File: src/rtl/comp_arbiter.sv
// Round-robin arbiter sharing one comparison unit between two requesters,
// with valid/ready request and response handshakes and registered operands/flags.

module comp_top #(
    parameter int DATA_W = 16
) (
    input  logic [DATA_W-1:0] in0,
    input  logic [DATA_W-1:0] in1,
    input  logic              is_signed,
    output logic              gt,
    output logic              lt,
    output logic              et
);

    // Magnitude compare, signedness selected per operation
    always_comb begin
        gt = 1'b0;
        lt = 1'b0;
        et = (in0 == in1);
        if (is_signed) begin
            gt = ($signed(in0) > $signed(in1));
            lt = ($signed(in0) < $signed(in1));
        end else begin
            gt = (in0 > in1);
            lt = (in0 < in1);
        end
    end

endmodule

module comp_arbiter #(
    parameter int DATA_W     = 16,
    parameter bit PRIO_RESET = 1'b0
) (
    input  logic              clk,
    input  logic              rst_n,
    input  logic              req0_valid,
    output logic              req0_ready,
    input  logic [DATA_W-1:0] req0_a,
    input  logic [DATA_W-1:0] req0_b,
    input  logic              req0_signed,
    input  logic              req1_valid,
    output logic              req1_ready,
    input  logic [DATA_W-1:0] req1_a,
    input  logic [DATA_W-1:0] req1_b,
    input  logic              req1_signed,
    output logic              rsp_valid,
    input  logic              rsp_ready,
    output logic              rsp_id,
    output logic              rsp_gt,
    output logic              rsp_lt,
    output logic              rsp_et,
    output logic              busy
);

    typedef enum logic [1:0] {
        ST_IDLE = 2'd0,
        ST_CMP  = 2'd1,
        ST_RESP = 2'd2
    } state_t;

    state_t            state_r;
    state_t            state_nxt_s;
    logic              prio_r;
    logic              grant_s;
    logic              accept_s;
    logic              rsp_done_s;
    logic [DATA_W-1:0] op_a_r;
    logic [DATA_W-1:0] op_b_r;
    logic              op_signed_r;
    logic              op_id_r;
    logic              rsp_valid_r;
    logic              rsp_id_r;
    logic              rsp_gt_r;
    logic              rsp_lt_r;
    logic              rsp_et_r;
    logic              busy_r;
    logic              cmp_gt_s;
    logic              cmp_lt_s;
    logic              cmp_et_s;

    // Grant selection: priority holder wins a tie, otherwise the lone requester
    always_comb begin
        grant_s = 1'b0;
        if (req0_valid && req1_valid) begin
            grant_s = prio_r;
        end else if (req1_valid) begin
            grant_s = 1'b1;
        end else begin
            grant_s = 1'b0;
        end
    end

    assign req0_ready = (state_r == ST_IDLE) & ~grant_s & req0_valid;
    assign req1_ready = (state_r == ST_IDLE) & grant_s & req1_valid;
    assign accept_s   = req0_ready | req1_ready;
    assign rsp_done_s = rsp_valid_r & rsp_ready;

    // Next-state decode
    always_comb begin
        state_nxt_s = state_r;
        case (state_r)
            ST_IDLE: begin
                if (accept_s) begin
                    state_nxt_s = ST_CMP;
                end else begin
                    state_nxt_s = ST_IDLE;
                end
            end
            ST_CMP:  state_nxt_s = ST_RESP;
            ST_RESP: begin
                if (rsp_done_s) begin
                    state_nxt_s = ST_IDLE;
                end else begin
                    state_nxt_s = ST_RESP;
                end
            end
            default: state_nxt_s = ST_IDLE;
        endcase
    end

    // State register and busy flag
    always_ff @(posedge clk or negedge rst_n) begin
        if (!rst_n) begin
            state_r <= ST_IDLE;
            busy_r  <= 1'b0;
        end else begin
            state_r <= state_nxt_s;
            busy_r  <= (state_nxt_s != ST_IDLE);
        end
    end

    // Operand capture on request handshake
    always_ff @(posedge clk or negedge rst_n) begin
        if (!rst_n) begin
            op_a_r      <= {DATA_W{1'b0}};
            op_b_r      <= {DATA_W{1'b0}};
            op_signed_r <= 1'b0;
            op_id_r     <= 1'b0;
        end else if (accept_s) begin
            op_a_r      <= grant_s ? req1_a : req0_a;
            op_b_r      <= grant_s ? req1_b : req0_b;
            op_signed_r <= grant_s ? req1_signed : req0_signed;
            op_id_r     <= grant_s;
        end
    end

    comp_top #(.DATA_W(DATA_W)) u_comp_top (
        .in0       (op_a_r),
        .in1       (op_b_r),
        .is_signed (op_signed_r),
        .gt        (cmp_gt_s),
        .lt        (cmp_lt_s),
        .et        (cmp_et_s)
    );

    // Response capture; priority flips to the other requester only once a response completes
    always_ff @(posedge clk or negedge rst_n) begin
        if (!rst_n) begin
            rsp_valid_r <= 1'b0;
            rsp_id_r    <= 1'b0;
            rsp_gt_r    <= 1'b0;
            rsp_lt_r    <= 1'b0;
            rsp_et_r    <= 1'b0;
            prio_r      <= PRIO_RESET;
        end else if (state_r == ST_CMP) begin
            rsp_valid_r <= 1'b1;
            rsp_id_r    <= op_id_r;
            rsp_gt_r    <= cmp_gt_s;
            rsp_lt_r    <= cmp_lt_s;
            rsp_et_r    <= cmp_et_s;
        end else if (rsp_done_s) begin
            rsp_valid_r <= 1'b0;
            prio_r      <= ~rsp_id_r;
        end
    end

    assign rsp_valid = rsp_valid_r;
    assign rsp_id    = rsp_id_r;
    assign rsp_gt    = rsp_gt_r;
    assign rsp_lt    = rsp_lt_r;
    assign rsp_et    = rsp_et_r;
    assign busy      = busy_r;

endmodule

File: config.mk
export PLATFORM = sky130hd
export DESIGN_NAME = comp_arbiter
export DESIGN_NICKNAME = d
export VERILOG_FILES = /design/src/rtl/comp_arbiter.sv
export SDC_FILE = /design/constraint.sdc
export NUM_CORES = 1
export LEC_CHECK = 0
export ABC_AREA = 1
export BUFFER_PORTS_ARGS = -buffer_cell sky130_fd_sc_hd__buf_4
export CORE_ASPECT_RATIO = 1.1
export CORE_UTILIZATION = 40
export DETAILED_ROUTE_END_ITERATION = 10
export HOLD_SLACK_MARGIN = 0.15
export PLACE_DENSITY = 0.66
export SYNTH_ARGS = -nofsm -noshare
export SYNTH_HDL_FRONTEND = slang
export SYNTH_SLANG_ARGS = --single-unit
File: constraint.sdc
create_clock -name clk -period 1.9 [get_ports clk]
set_input_delay 0.285 -clock clk [delete_from_list [all_inputs] [get_ports clk]]
set_output_delay 0.285 -clock clk [all_outputs]
set_load 0.05 [all_outputs]
==> run summary <==
Along the worst path, the maximum fanout reaches 3. The floorplan step defined a die boundary enclosing 0.00620 mm^2. The overall fraction of global-route tracks in use was 18.6%; the number of nets still failing antenna checks after routing was 0. The run finished with clean final reports. The count of pins over their slew limit is 0, and the area overhead of the layout relative to synthesis is 30.8%.

In this run the most critical hold path is launched from rsp_ready. The run gives 21.4% as the routing usage on met1. Setup total negative slack on the finished layout was measured at 0 ns.

The number of nets in the finished design is 462. The classification of the worst setup path was flop to output pin. The routed length per placed instance works out to 11.7 um. In the global route stage, met3 resource usage came out at 2.67%.

Global routing used 34.7% of the available met2 tracks. The number of search-and-repair iterations in the first detailed-routing pass came out at 4. The Yosys step of the flow raised 0 warnings. Setup violations remaining at the end of the flow were counted as 0.

The clock arrives with 0.00262 ns of skew. The buffers inserted during post-CTS setup optimization is 0, and the synthesized netlist net count is 385. The flop and latch count out of synthesis works out to 43.

In this run the critical register-to-register path is launched from op_a_r[11]. Setup repair after global routing left no endpoint under its margin. The repair_antennas step left the layout with diodes totalling 0. The core region is 0.00554 mm^2. The logs give 21 for the number of library cell types mapped by synthesis and 1.45 ns for the arrival time of data at the critical path endpoint. The number of global-route vias before repair is 2089.

After detailed routing, the number of remaining DRC violations is 0. The initial antenna violation count is 0. In this run the static leakage power is 1.62 nW. The floorplan has 28 rows. Pin placement for this block handled 79 I/O pins.

Measured along the y axis, the die boundary spans 82.5 um. The die boundary width was 75.2 um; the clock edge transition at the registers on the reported setup and hold paths was 0.07 ns. The post-layout minimum cycle time was 1.74 ns. The cell area after placement was 0.00299 mm^2; the smallest hold slack was 0.192 ns. The number of cells on the worst reg-to-reg path is 9. The tools report the final count of hold timing violations as 0. Counting along the longest clock path gives a buffer depth of 2. For this configuration, the core starts out at a cell density of 42.6%. The critical path goes through nor2_2 -> nand2_1 -> nor2_1 -> buf_4. Broken down by cell family, the worst path's largest delay share belongs to simple AND/OR/NAND/NOR gates.

For hold timing, the worst endpoint is rsp_valid. Dividing the synthesized area by the synthesized cell count gives 7.91 um^2. The insertion delay to the later sink of the worst-skew pair came out at 0.29 ns. Clock tree synthesis selected as its root buffer the cell clkbuf_8. Across the run, the number of max-cap violations was 0. The capture instance of the worst register-to-register path was rsp_gt.

The fraction of layout instances using a drive strength above 1 was 25.5%. The transition at the pin with the smallest max-transition slack is 0.527 ns, and the first-pass GRT wire length is 8760 um. Synthesis produced 298 cells. For the maximum clock frequency, the log shows 576 MHz.

TritonCTS built the clock tree. The worst-case headroom to the max-slew limit was 64.9%. The flop-to-flop setup slack is 0.33 ns. STA classifies the critical path endpoint as an output pin.

At the worst endpoint, the required time is 1.62 ns. Fill cells in the final layout number 565. The final period utilization was 91.4%; the total number of vias was 2138. Number of buffers and inverters on the critical path: 1.

The logs give 0.802 for the final RePlAce weighted congestion and 2 for the number of H-tree levels. The worst hold path was traced through 2 stages. Largest net degree at the start of global routing: 44. Leading cell type in the layout, fill and taps excluded: nand2_1. The type of the tightest min-delay check is input port to flop. The largest individual stage delay along the critical path comes from the cell dfrtp_1.

For this design, the sink count on the clock tree is 43. The global-route congestion overflow total was 0; the number of design-rule violations left by the first detailed-router iteration was 32. In this design, the stage delay of the slowest critical-path cell is 0.40 ns. Dividing the detail-routed via count by the number of cells gives 4.74. Number of input and output port buffers inserted: 78. Summing all non-filler instances in the final layout gives an area of 0.00308 mm^2. The sum of net half-perimeters after detailed placement was 3990 um. In this run, CTS created clock tree buffers numbering 5. After synthesis, flip-flops and latches occupy 45.6% of the total area. The tools report the worst supply voltage drop on vdd as 0.598 mV.

For this design the ratio of total power to cell area is 1540 mW/mm^2. The routed design has 5270 um of wire. The library cells used most frequently in the layout, excluding fill and tap cells, are nand2_1, buf_4, nor2_1, dfrtp_1, a31oi_1. The worst setup path is launched from a flop. The cell area that synthesis handed to floorplanning was 0.00236 mm^2. The most utilized layer in the global route result is met2.
routing by layer:
layer / routed length, um / part of all wire (%) / vias to the layer above
met2: 2700 / 51 / 53
li1: - / - / 1120
met1: 2310 / 44 / 957
met5: 0 / 0 / -
met4: 66 / 1.3 / 0
met3: 192 / 3.6 / 8
power breakdown:
group          total (W)  internal [W]  switching [W]
registers        0.00166       0.00139       0.000274
clock network   0.000553      0.000258       0.000295
logic            0.00253      0.000991        0.00154
total            0.00475       0.00264        0.00211
cell usage after synthesis, drive strengths merged:
library cell / count / area [um^2]
a21o: 1 / 7.51
a21oi: 10 / 50.1
a31oi: 33 / 206
buf: 10 / 75.1
clkbuf: 3 / 11.3
dfrtp: 43 / 1080
ha: 16 / 200
inv: 30 / 115
nand2: 95 / 382
nand3: 5 / 25.0
nand4: 1 / 6.26
nor2: 44 / 168
nor3: 2 / 10.0
o21ai: 5 / 25.0
through the flow:
| stage | util (%) | worst slack (ns) | total power (W) | cells |
|---|---|---|---|---|
| detailed placement | 54.1 | 0.341 | 0.00423 | 442 |
| global placement | 54.1 | 0.411 | 0.00417 | 442 |
| floorplan | - | 0.239 | 0.00358 | 298 |
| finish | 55.7 | 0.164 | 0.00475 | 451 |
| CTS | 55.7 | 0.163 | 0.00481 | 451 |
| global route | 55.7 | 0.0946 | 0.00522 | 451 |
flip-flops by register name (all words and copies together) (netlist names):
register,flops
prio_r,1
rsp_et,1
state_r,2
rsp_gt,1
rsp_valid,1
op_a_r,16
op_b_r,16
op_id_r,1
busy,1
rsp_lt,1
op_signed_r,1
rsp_id,1
layout make-up:
| type | count | area [um^2] | share of cell area [%] |
|---|---|---|---|
| timing repair buffer | 83 | 638 | 20.7 |
| clock inverter | 1 | 5.00 | 0.162 |
| sequential | 43 | 1080 | 34.9 |
| clock buffer | 7 | 76.3 | 2.47 |
| multi-input combinational | 212 | 1080 | 35.0 |
| inverter | 30 | 115 | 3.73 |
| tap | 75 | 93.8 | 3.04 |
logic make-up (layout without fill, tap and decap cells):
group,count (synthesis),count (layout),share of synthesized area [%]
AOI/OAI and AO/OA,49,49,12.3
adders and majority gates,16,16,8.49
buffers and inverters,43,121,8.55
DFF,43,43,45.6
and+or+nand+nor,147,147,25.1
how the worst max path moves through the flow:
stage	from	endpoint	slack, ns	depth (start not counted)
2_1_floorplan	state_r[0]	req0_ready	0.24	3
3_3_place_gp	op_a_r[3]	rsp_gt	0.41	8
3_5_place_dp	op_a_r[11]	rsp_gt	0.34	10
4_1_cts	state_r[0]	req0_ready	0.16	4
5_1_grt	state_r[0]	req0_ready	0.09	4
6_report	state_r[0]	req0_ready	0.16	4
timing repair:
item / 4_1_cts / 5_1_grt
resized for setup: 0 / 0
hold buffers: 1 / 0
hold endpoints to repair: 43 / 0
No activity file was read; power rests on OpenSTA's default activity.
